### config.mk
export PLATFORM = sky130hd
export DESIGN_NAME = gate_bus_pipe
export DESIGN_NICKNAME = d
export VERILOG_FILES = /design/src/rtl/gate_bus_pipe.sv
export SDC_FILE = /design/constraint.sdc
export NUM_CORES = 1
export LEC_CHECK = 0
export BUFFER_PORTS_ARGS = -buffer_cell sky130_fd_sc_hd__buf_2
export CAP_MARGIN = 0
export CORE_ASPECT_RATIO = 0.5
export CORE_MARGIN = 2
export CORE_UTILIZATION = 47
export CTS_CLUSTER_SIZE = 24
export DETAILED_ROUTE_END_ITERATION = 10
export GPL_ROUTABILITY_DRIVEN = 0
export GPL_TIMING_DRIVEN = 0
export PLACE_DENSITY_LB_ADDON = 0.3
export SLEW_MARGIN = 5
export SYNTH_ARGS = -nofsm -noshare
export SYNTH_HDL_FRONTEND = slang
export SYNTH_SLANG_ARGS = --single-unit
### constraint.sdc
create_clock -name i_clock -period 7.25 [get_ports i_clock]
set_clock_uncertainty 0.1 [all_clocks]
set_input_delay 0.725 -clock i_clock [delete_from_list [all_inputs] [get_ports i_clock]]
set_output_delay 0.725 -clock i_clock [all_outputs]
set_load 0.1 [all_outputs]
### src/rtl/gate_bus_pipe.sv
// Registered N-input bitwise gate bus: per-channel bubble mask, runtime-selectable
// AND/OR/XOR/XNOR reduction, 2-stage valid/ready pipeline and a running accumulator.
module gate_bus_pipe #(
  parameter int                    NrOfBits    = 32,
  parameter int                    NrOfInputs  = 4,
  parameter logic [NrOfInputs-1:0] BubblesMask = '0
) (
  input  logic                           i_clock,
  input  logic                           i_reset,
  input  logic [NrOfInputs*NrOfBits-1:0] i_inputs,
  input  logic [1:0]                     i_op,
  input  logic                           i_acc,
  input  logic                           i_in_valid,
  output logic                           o_in_ready,
  output logic                           o_out_valid,
  input  logic                           i_out_ready,
  output logic [NrOfBits-1:0]            o_result
);

  localparam logic [1:0] OP_AND  = 2'b00;
  localparam logic [1:0] OP_OR   = 2'b01;
  localparam logic [1:0] OP_XOR  = 2'b10;

  function automatic logic [NrOfBits-1:0] reduce_op(
    input logic [NrOfInputs*NrOfBits-1:0] ch,
    input logic [1:0]                     op
  );
    logic [NrOfBits-1:0] v_and;
    logic [NrOfBits-1:0] v_or;
    logic [NrOfBits-1:0] v_xor;
    v_and = '1;
    v_or  = '0;
    v_xor = '0;
    for (int i = 0; i < NrOfInputs; i++) begin
      v_and = v_and & ch[i*NrOfBits +: NrOfBits];
      v_or  = v_or  | ch[i*NrOfBits +: NrOfBits];
      v_xor = v_xor ^ ch[i*NrOfBits +: NrOfBits];
    end
    case (op)
      OP_AND:  reduce_op = v_and;
      OP_OR:   reduce_op = v_or;
      OP_XOR:  reduce_op = v_xor;
      default: reduce_op = ~v_xor;
    endcase
  endfunction

  function automatic logic [NrOfBits-1:0] fold_op(
    input logic [NrOfBits-1:0] a,
    input logic [NrOfBits-1:0] b,
    input logic [1:0]          op
  );
    case (op)
      OP_AND:  fold_op = a & b;
      OP_OR:   fold_op = a | b;
      OP_XOR:  fold_op = a ^ b;
      default: fold_op = ~(a ^ b);
    endcase
  endfunction

  logic [NrOfInputs*NrOfBits-1:0] w_bubble_bits;
  logic [NrOfInputs*NrOfBits-1:0] w_bubbled;
  logic                           w_accept;
  logic                           w_load_p1;
  logic [NrOfBits-1:0]            w_reduced;
  logic [NrOfBits-1:0]            w_next_result;

  logic [NrOfInputs*NrOfBits-1:0] r_ch_p0;
  logic [1:0]                     r_op_p0;
  logic                           r_acc_p0;
  logic                           r_vld_p0;
  logic [NrOfBits-1:0]            r_result_p1;
  logic [NrOfBits-1:0]            r_accreg_p1;
  logic                           r_vld_p1;

  for (genvar g = 0; g < NrOfInputs; g++) begin : g_bubble
    assign w_bubble_bits[g*NrOfBits +: NrOfBits] = {NrOfBits{BubblesMask[g]}};
  end

  assign w_bubbled  = i_inputs ^ w_bubble_bits;
  // Pure stall, no skid: stage A may refill whenever stage B will drain this cycle.
  assign o_in_ready = !r_vld_p0 | !r_vld_p1 | i_out_ready;
  assign w_accept   = i_in_valid & o_in_ready;
  assign w_load_p1  = r_vld_p0 & (!r_vld_p1 | i_out_ready);

  // Stage A: capture bubbled operands with their Op/Acc
  always_ff @(posedge i_clock or posedge i_reset) begin
    if (i_reset) begin
      r_vld_p0 <= 1'b0;
    end else begin
      r_vld_p0 <= w_accept | (r_vld_p0 & !w_load_p1);
    end
  end

  always_ff @(posedge i_clock) begin
    if (w_accept) begin
      r_ch_p0  <= w_bubbled;
      r_op_p0  <= i_op;
      r_acc_p0 <= i_acc;
    end
  end

  // Stage B: reduce, optionally fold into the accumulator
  assign w_reduced     = reduce_op(r_ch_p0, r_op_p0);
  assign w_next_result = r_acc_p0 ? fold_op(w_reduced, r_accreg_p1, r_op_p0) : w_reduced;

  always_ff @(posedge i_clock or posedge i_reset) begin
    if (i_reset) begin
      r_vld_p1    <= 1'b0;
      r_result_p1 <= '0;
      r_accreg_p1 <= '0;
    end else begin
      r_vld_p1 <= w_load_p1 | (r_vld_p1 & !i_out_ready);
      if (w_load_p1) begin
        r_result_p1 <= w_next_result;
        r_accreg_p1 <= w_next_result;
      end
    end
  end

  assign o_out_valid = r_vld_p1;
  assign o_result    = r_result_p1;

endmodule

After elaboration in Yosys (flattened, before gate mapping)

Index checks and enable logic that the tools add are counted.

Add/subtract/negate cells: 0
Multipliers: 0
Div/mod/pow operators: 0
$lt $le $gt $ge: 0
Equal/unequal tests: 2
Shift-type cells: 0
Muxes and demuxes: 3
Bitwise logic cells: 23
Reductions and logical operators: 5

Operators by type and width:

| cell               | number |
|---|---|
| $pmux 32 s3        | 2 |
| $and 32x32->32     | 4 |
| $or 32x32->32      | 4 |
| $xor 32x32->32     | 4 |
| $not 32->32        | 2 |
| $mux 32            | 1 |
| $or 1x1->1         | 5 |
| $and 1x1->1        | 4 |
| $logic_not 1->1    | 4 |
| $eq 2x1->1 const B | 1 |
| $eq 2x2->1 const B | 1 |
| $logic_not 2->1    | 1 |

Flip-flop bits (word level): 165
Latch bits: 0
Bits in writable memories: 0
Bits in read-only memories: 0
Input bits: 135
Output and inout port bits: 34
Logic and storage cells: 39
Memories: 0

Depth between registers and ports, before layout

Depth after elaboration: 9
Depth in mapped cells: 11
Depth with buffers taken out: 11

Worst setup path after synthesis

Ideal clock, no wire load.

Path kind: flip-flop to flip-flop
Start point: reg r_vld_p1 (netlist: o_out_valid)
End point: reg r_acc_p0 (enable)
Setup time: 0.505 ns
Arrival: 4.872 ns
Data required time: 6.645 ns
Path slack: 1.773 ns
Stages on the path, launching flop included: 4
Cell sequence: dfrtp_1 > nor2b_1 > nand2_1 > and2_1

Longest elaborated chain between the ends: 4

Ends and longest elaborated chain:

| what                     | RTL line | RTL |
|---|---|---|
| start: declaration       | 73       | `logic r_vld_p1;` |
| start signal: assignment | 112      | `r_vld_p1 <= w_load_p1 \| (r_vld_p1 & !i_out_ready);` |
| $logic_not 1->1          | 81       | `assign o_in_ready = !r_vld_p0 \| !r_vld_p1 \| i_out_ready;` |
| $or 1x1->1 (2 in series) | 81       |  |
| named net o_in_ready     | 14       | `output logic o_in_ready,` |
| $and 1x1->1              | 82       | `assign w_accept = i_in_valid & o_in_ready;` |
| named net w_accept       | 62       | `logic w_accept;` |
| end signal: assignment   | 98       | `r_acc_p0 <= i_acc;` |
| end: declaration         | 69       | `logic r_acc_p0;` |

The timed path passes the listed nets, and every way through them passes these cells.
A chain may end at the register's enable or synchronous reset.

Worst setup path in the final report

Start point: reg r_op_p0[1]
End point: reg r_result_p1[30] (netlist: o_result[30])

Longest elaborated chain between the ends: 6
Elaborated cells on any way between the ends: 10
Those cells by class: 2 x eq/ne; 3 x mux; 4 x bitwise; 1 x reduce/logical

Ends and longest elaborated chain:

| what                               | RTL line | RTL |
|---|---|---|
| start: declaration                 | 68       | `logic [1:0] r_op_p0;` |
| start signal: assignment           | 97       | `r_op_p0 <= i_op;` |
| $eq 2x2->1 (tied with other cells) | 39, 52   |  |
| $pmux 32 s3                        | 39       | `case (op)` |
| $xor 32x32->32                     | 55, 56   |  |
| $not 32->32                        | 56       | `default: fold_op = ~(a ^ b);` |
| $pmux 32 s3                        | 52       | `case (op)` |
| $mux 32 (*)                        | 104      | `assign w_next_result = r_acc_p0 ? fold_op(w_reduced, r_accreg_p1, r_op_p0) : w_reduced;` |
| end signal: assignment             | 114      | `r_result_p1 <= w_next_result;` |
| end: declaration                   | 71       | `logic [NrOfBits-1:0] r_result_p1;` |

Mark *: on every way between the ends. The rest lies on a longest branch, timed or not.

==> impl_metrics.py <==
metrics = {
    "clocking": {
        "clk_latency_ps": 460,
        "clk_path_buf_depth": 2,
        "cts.clk_slew.worst_paths_ps": 70,
        "cts-buffers-inserted": 17,
        "htreeDepth": 4,
        "cts_root_buf": "clkbuf_16",
        "post_cts_buffers": 0,
        "cts_hold_buf": 0,
        "cts_tree": "done",
        "cts.sinks": 165,
        "post_cts_resized": 0,
    },
    "synth": {
        "async_flop_share_pct": 20.61,
        "ys.flop_type": "edfxtp_1",
        "synth_area_sq_mm": 0.01041,
        "seq_area_frac_synth_pct": 45.97,
        "synth_edf_count": 131,
        "ys_seq_elements": 165,
        "syn_nets": 1138,
        "avgSynthCellArea_sq_um": 11.48,
        "synth.distinct_cells": 48,
        "syn_inst": 907,
        "synth-warning-count": 0,
    },
    "worst_setup_path": {
        "cp.arrival_ps": 3220,
        "setup.reg_to_reg.worst_slack_ps": 4260,
        "worstPathRequired_ps": 7470,
        "r2r-end": "o_result[30]$_DFFE_PP0P_",
        "path_max_fanout": 10,
        "r2r-start": "r_op_p0[1]$_DFFE_PP_",
        "reg2reg_depth": 9,
        "critical_path_class": "register to register",
        "critPathLaunch": "r_op_p0[1]$_DFFE_PP_",
        "critPathLaunchType": "register",
        "cp-end-kind": "register",
    },
    "drt": {
        "viasPerCell": 5.914,
        "initialDrtViolationCount": 670,
        "dr.pass1.iters": 5,
        "wl_per_cell_um": 19.81,
        "drt_wl_total_um": 27930,
        "antenna_left": 0,
        "drc_errors": 0,
        "vias": 8339,
    },
    "power_and_ir_drop": {
        "irDropWorstVdd_mv": 0.2070,
        "powerDensity_mw_per_mm2": 290.4,
        "p_leak_uw": 0.005234,
        "total_power_uw": 3571,
    },
    "flow_run": {
        "drv_cap": 0,
    },
    "sta": {
        "hold_viol": 0,
        "relSlewSlack_pct": 45.87,
        "drv_slew": 0,
        "fin_setup_tns_ps": 0,
        "final-setup-viol-count": 0,
        "layout_min_cycle_time_ps": 2995,
        "max_freq_mhz": 333.9,
        "worst_slew_pin_slew_ps": 812.0,
        "setup_ws_ps": 4255,
        "rsz0062_at_grt": "no",
        "fin_crit_sh_pct": 41.30,
    },
    "floorplanning": {
        "num_rows": 38,
        "die_height_um": 109.2,
        "start_util_pct": 48.01,
        "core-area_sq_mm": 0.02168,
        "die_w_um": 214.5,
        "io_pins": 169,
        "fp.dieArea_sq_mm": 0.02342,
    },
    "grt": {
        "antenna_found_initial": 1,
        "gr-total-overflow": 0,
        "grt_pass1_wl_um": 43810,
        "grt_use_total_pct": 24.41,
        "grt_pass1_vias": 8554,
        "grt_start_max_net_pins": 72,
    },
    "final_layout": {
        "nFillCells": 1804,
        "mostFrequentLayoutCells": "buf_2, edfxtp_1, ha_1",
        "final_common_cell": "buf_2",
        "final_nets": 1327,
        "area_growth_pct": 18.15,
        "drive_gt1_share_pct": 21.82,
    },
    "placed_design": {
        "hpwlAfterDp_um": 20000,
        "pre_cts_ws_ps": 4312,
        "io_buffers": 168,
    },
    "worst_hold_path": {
        "min_path_type": "primary input to async pin",
    },
    "status": {
        "status": "finished clean",
    },
}
-- state kept, by name, summed over array words and instances (netlist names) --
| name | flops |
|---|---|
| r_vld_p0 | 1 |
| o_result | 32 |
| r_acc_p0 | 1 |
| r_op_p0 | 2 |
| o_out_valid | 1 |
| r_ch_p0 | 128 |
-- cell type report --
type,instances,area [sq um],area share (%)
sequential,165,4785,38.91
clock buffer,17,425.4,3.459
antenna,1,2.502,0.02035
clock inverter,15,195.2,1.587
timing repair buffer,170,888.4,7.224
multi-input combinational,620,5072,41.25
buffer,53,295.3,2.401
inverter,69,259.0,2.106
tap,300,375.4,3.052
-- kinds of logic (layout without fill, tap and decap cells) --
group / after synthesis / after routing / synth area share (%)
AOI/OAI and AO/OA: 218 / 218 / 15.00
xor gates and xnor gates: 55 / 55 / 6.058
adders and majority gates: 96 / 96 / 11.54
buffers and inverters: 122 / 324 / 5.325
DFF: 165 / 165 / 45.97
muxes: 54 / 54 / 5.205
other: 0 / 1 / 0
and+or+nand+nor: 197 / 197 / 10.90
-- worst max-delay path, cell delays in order, from the launching register on --
cell and delay [ps]:
edfxtp_1 530, buf_6 210, buf_2 230, clkbuf_1 490, a21oi_1 150, ha_1 290, and2_1 160, a211o_1 270
a311oi_1 310, a31oi_1 120
-- stage by stage --
stage / hold WS [ps] / instance area (sq um) / utilization (%) / instances
2_1_floorplan: 373.3 / 10410 / - / 907
6_report: 177.6 / 12300 / 56.72 / 1410
5_1_grt: 179.2 / 12300 / 56.72 / 1410
4_1_cts: 162.3 / 12300 / 56.71 / 1409
3_5_place_dp: 405.1 / 11670 / 53.85 / 1377
3_3_place_gp: 388.5 / 11620 / 53.62 / 1375
-- cell usage after synthesis (4+ instances only) --
| library cell | n | area share (%) |
|---|---|---|
| xor3_1 | 9 | 2.1 |
| a32oi_1 | 8 | 0.67 |
| a21oi_1 | 23 | 1.1 |
| buf_2 | 11 | 0.53 |
| a2111oi_0 | 22 | 1.9 |
| dfrtp_1 | 34 | 8.2 |
| nor2b_1 | 25 | 1.5 |
| buf_6 | 4 | 0.43 |
| a211o_1 | 11 | 0.93 |
| ha_1 | 96 | 12 |
| a31oi_1 | 9 | 0.54 |
| buf_4 | 8 | 0.58 |
| nand3_1 | 8 | 0.38 |
| and3_1 | 44 | 2.6 |
| a211oi_2 | 10 | 1.2 |
| edfxtp_1 | 131 | 38 |
| nor4b_1 | 8 | 0.67 |
| o211ai_1 | 22 | 1.6 |
| o21ai_0 | 60 | 2.9 |
| o32ai_1 | 22 | 1.9 |
| nor2_1 | 61 | 2.2 |
| or3_1 | 8 | 0.48 |
| nand4b_1 | 23 | 1.9 |
| nand2b_1 | 4 | 0.24 |
| a22o_1 | 8 | 0.67 |
| and2_1 | 10 | 0.60 |
| mux2i_1 | 53 | 5.1 |
| clkbuf_1 | 27 | 0.97 |
| nand2_1 | 5 | 0.18 |
| xnor2_1 | 45 | 3.8 |
| inv_1 | 66 | 2.4 |
| a211oi_1 | 13 | 0.94 |
-- where the power goes --
part           leakage [uW]  internal, uW  total, uW  switching, uW
clock              0.000296           552        974            422
combinational       0.00330           395       1330            936
sequential          0.00163          1150       1270            118
-- routing by layer --
| metal | vias up | share of wire, % | global-route usage [%] |
|---|---|---|---|
| met5 | - | 0 | 0 |
| met4 | 0 | 1.8 | 9.524 |
| met3 | 44 | 7.4 | 6.611 |
| met2 | 376 | 48 | 40.47 |
| met1 | 4117 | 43 | 30.86 |
| li1 | 3802 | - | - |
-- worst max-delay path by stage --
stage | depth (start not counted) | end | slack (ps)
global route | 9 | o_result[16]$_DFFE_PP0P_ | 4130
CTS | 9 | o_result[16]$_DFFE_PP0P_ | 4310
global placement | 4 | r_ch_p0[95]$_DFFE_PP_ | 1560
floorplan | 3 | r_acc_p0$_DFFE_PP_ | 1770
detailed placement | 9 | o_result[16]$_DFFE_PP0P_ | 4310
finish | 9 | o_result[30]$_DFFE_PP0P_ | 4260
No activity file was read; power rests on OpenSTA's default activity.
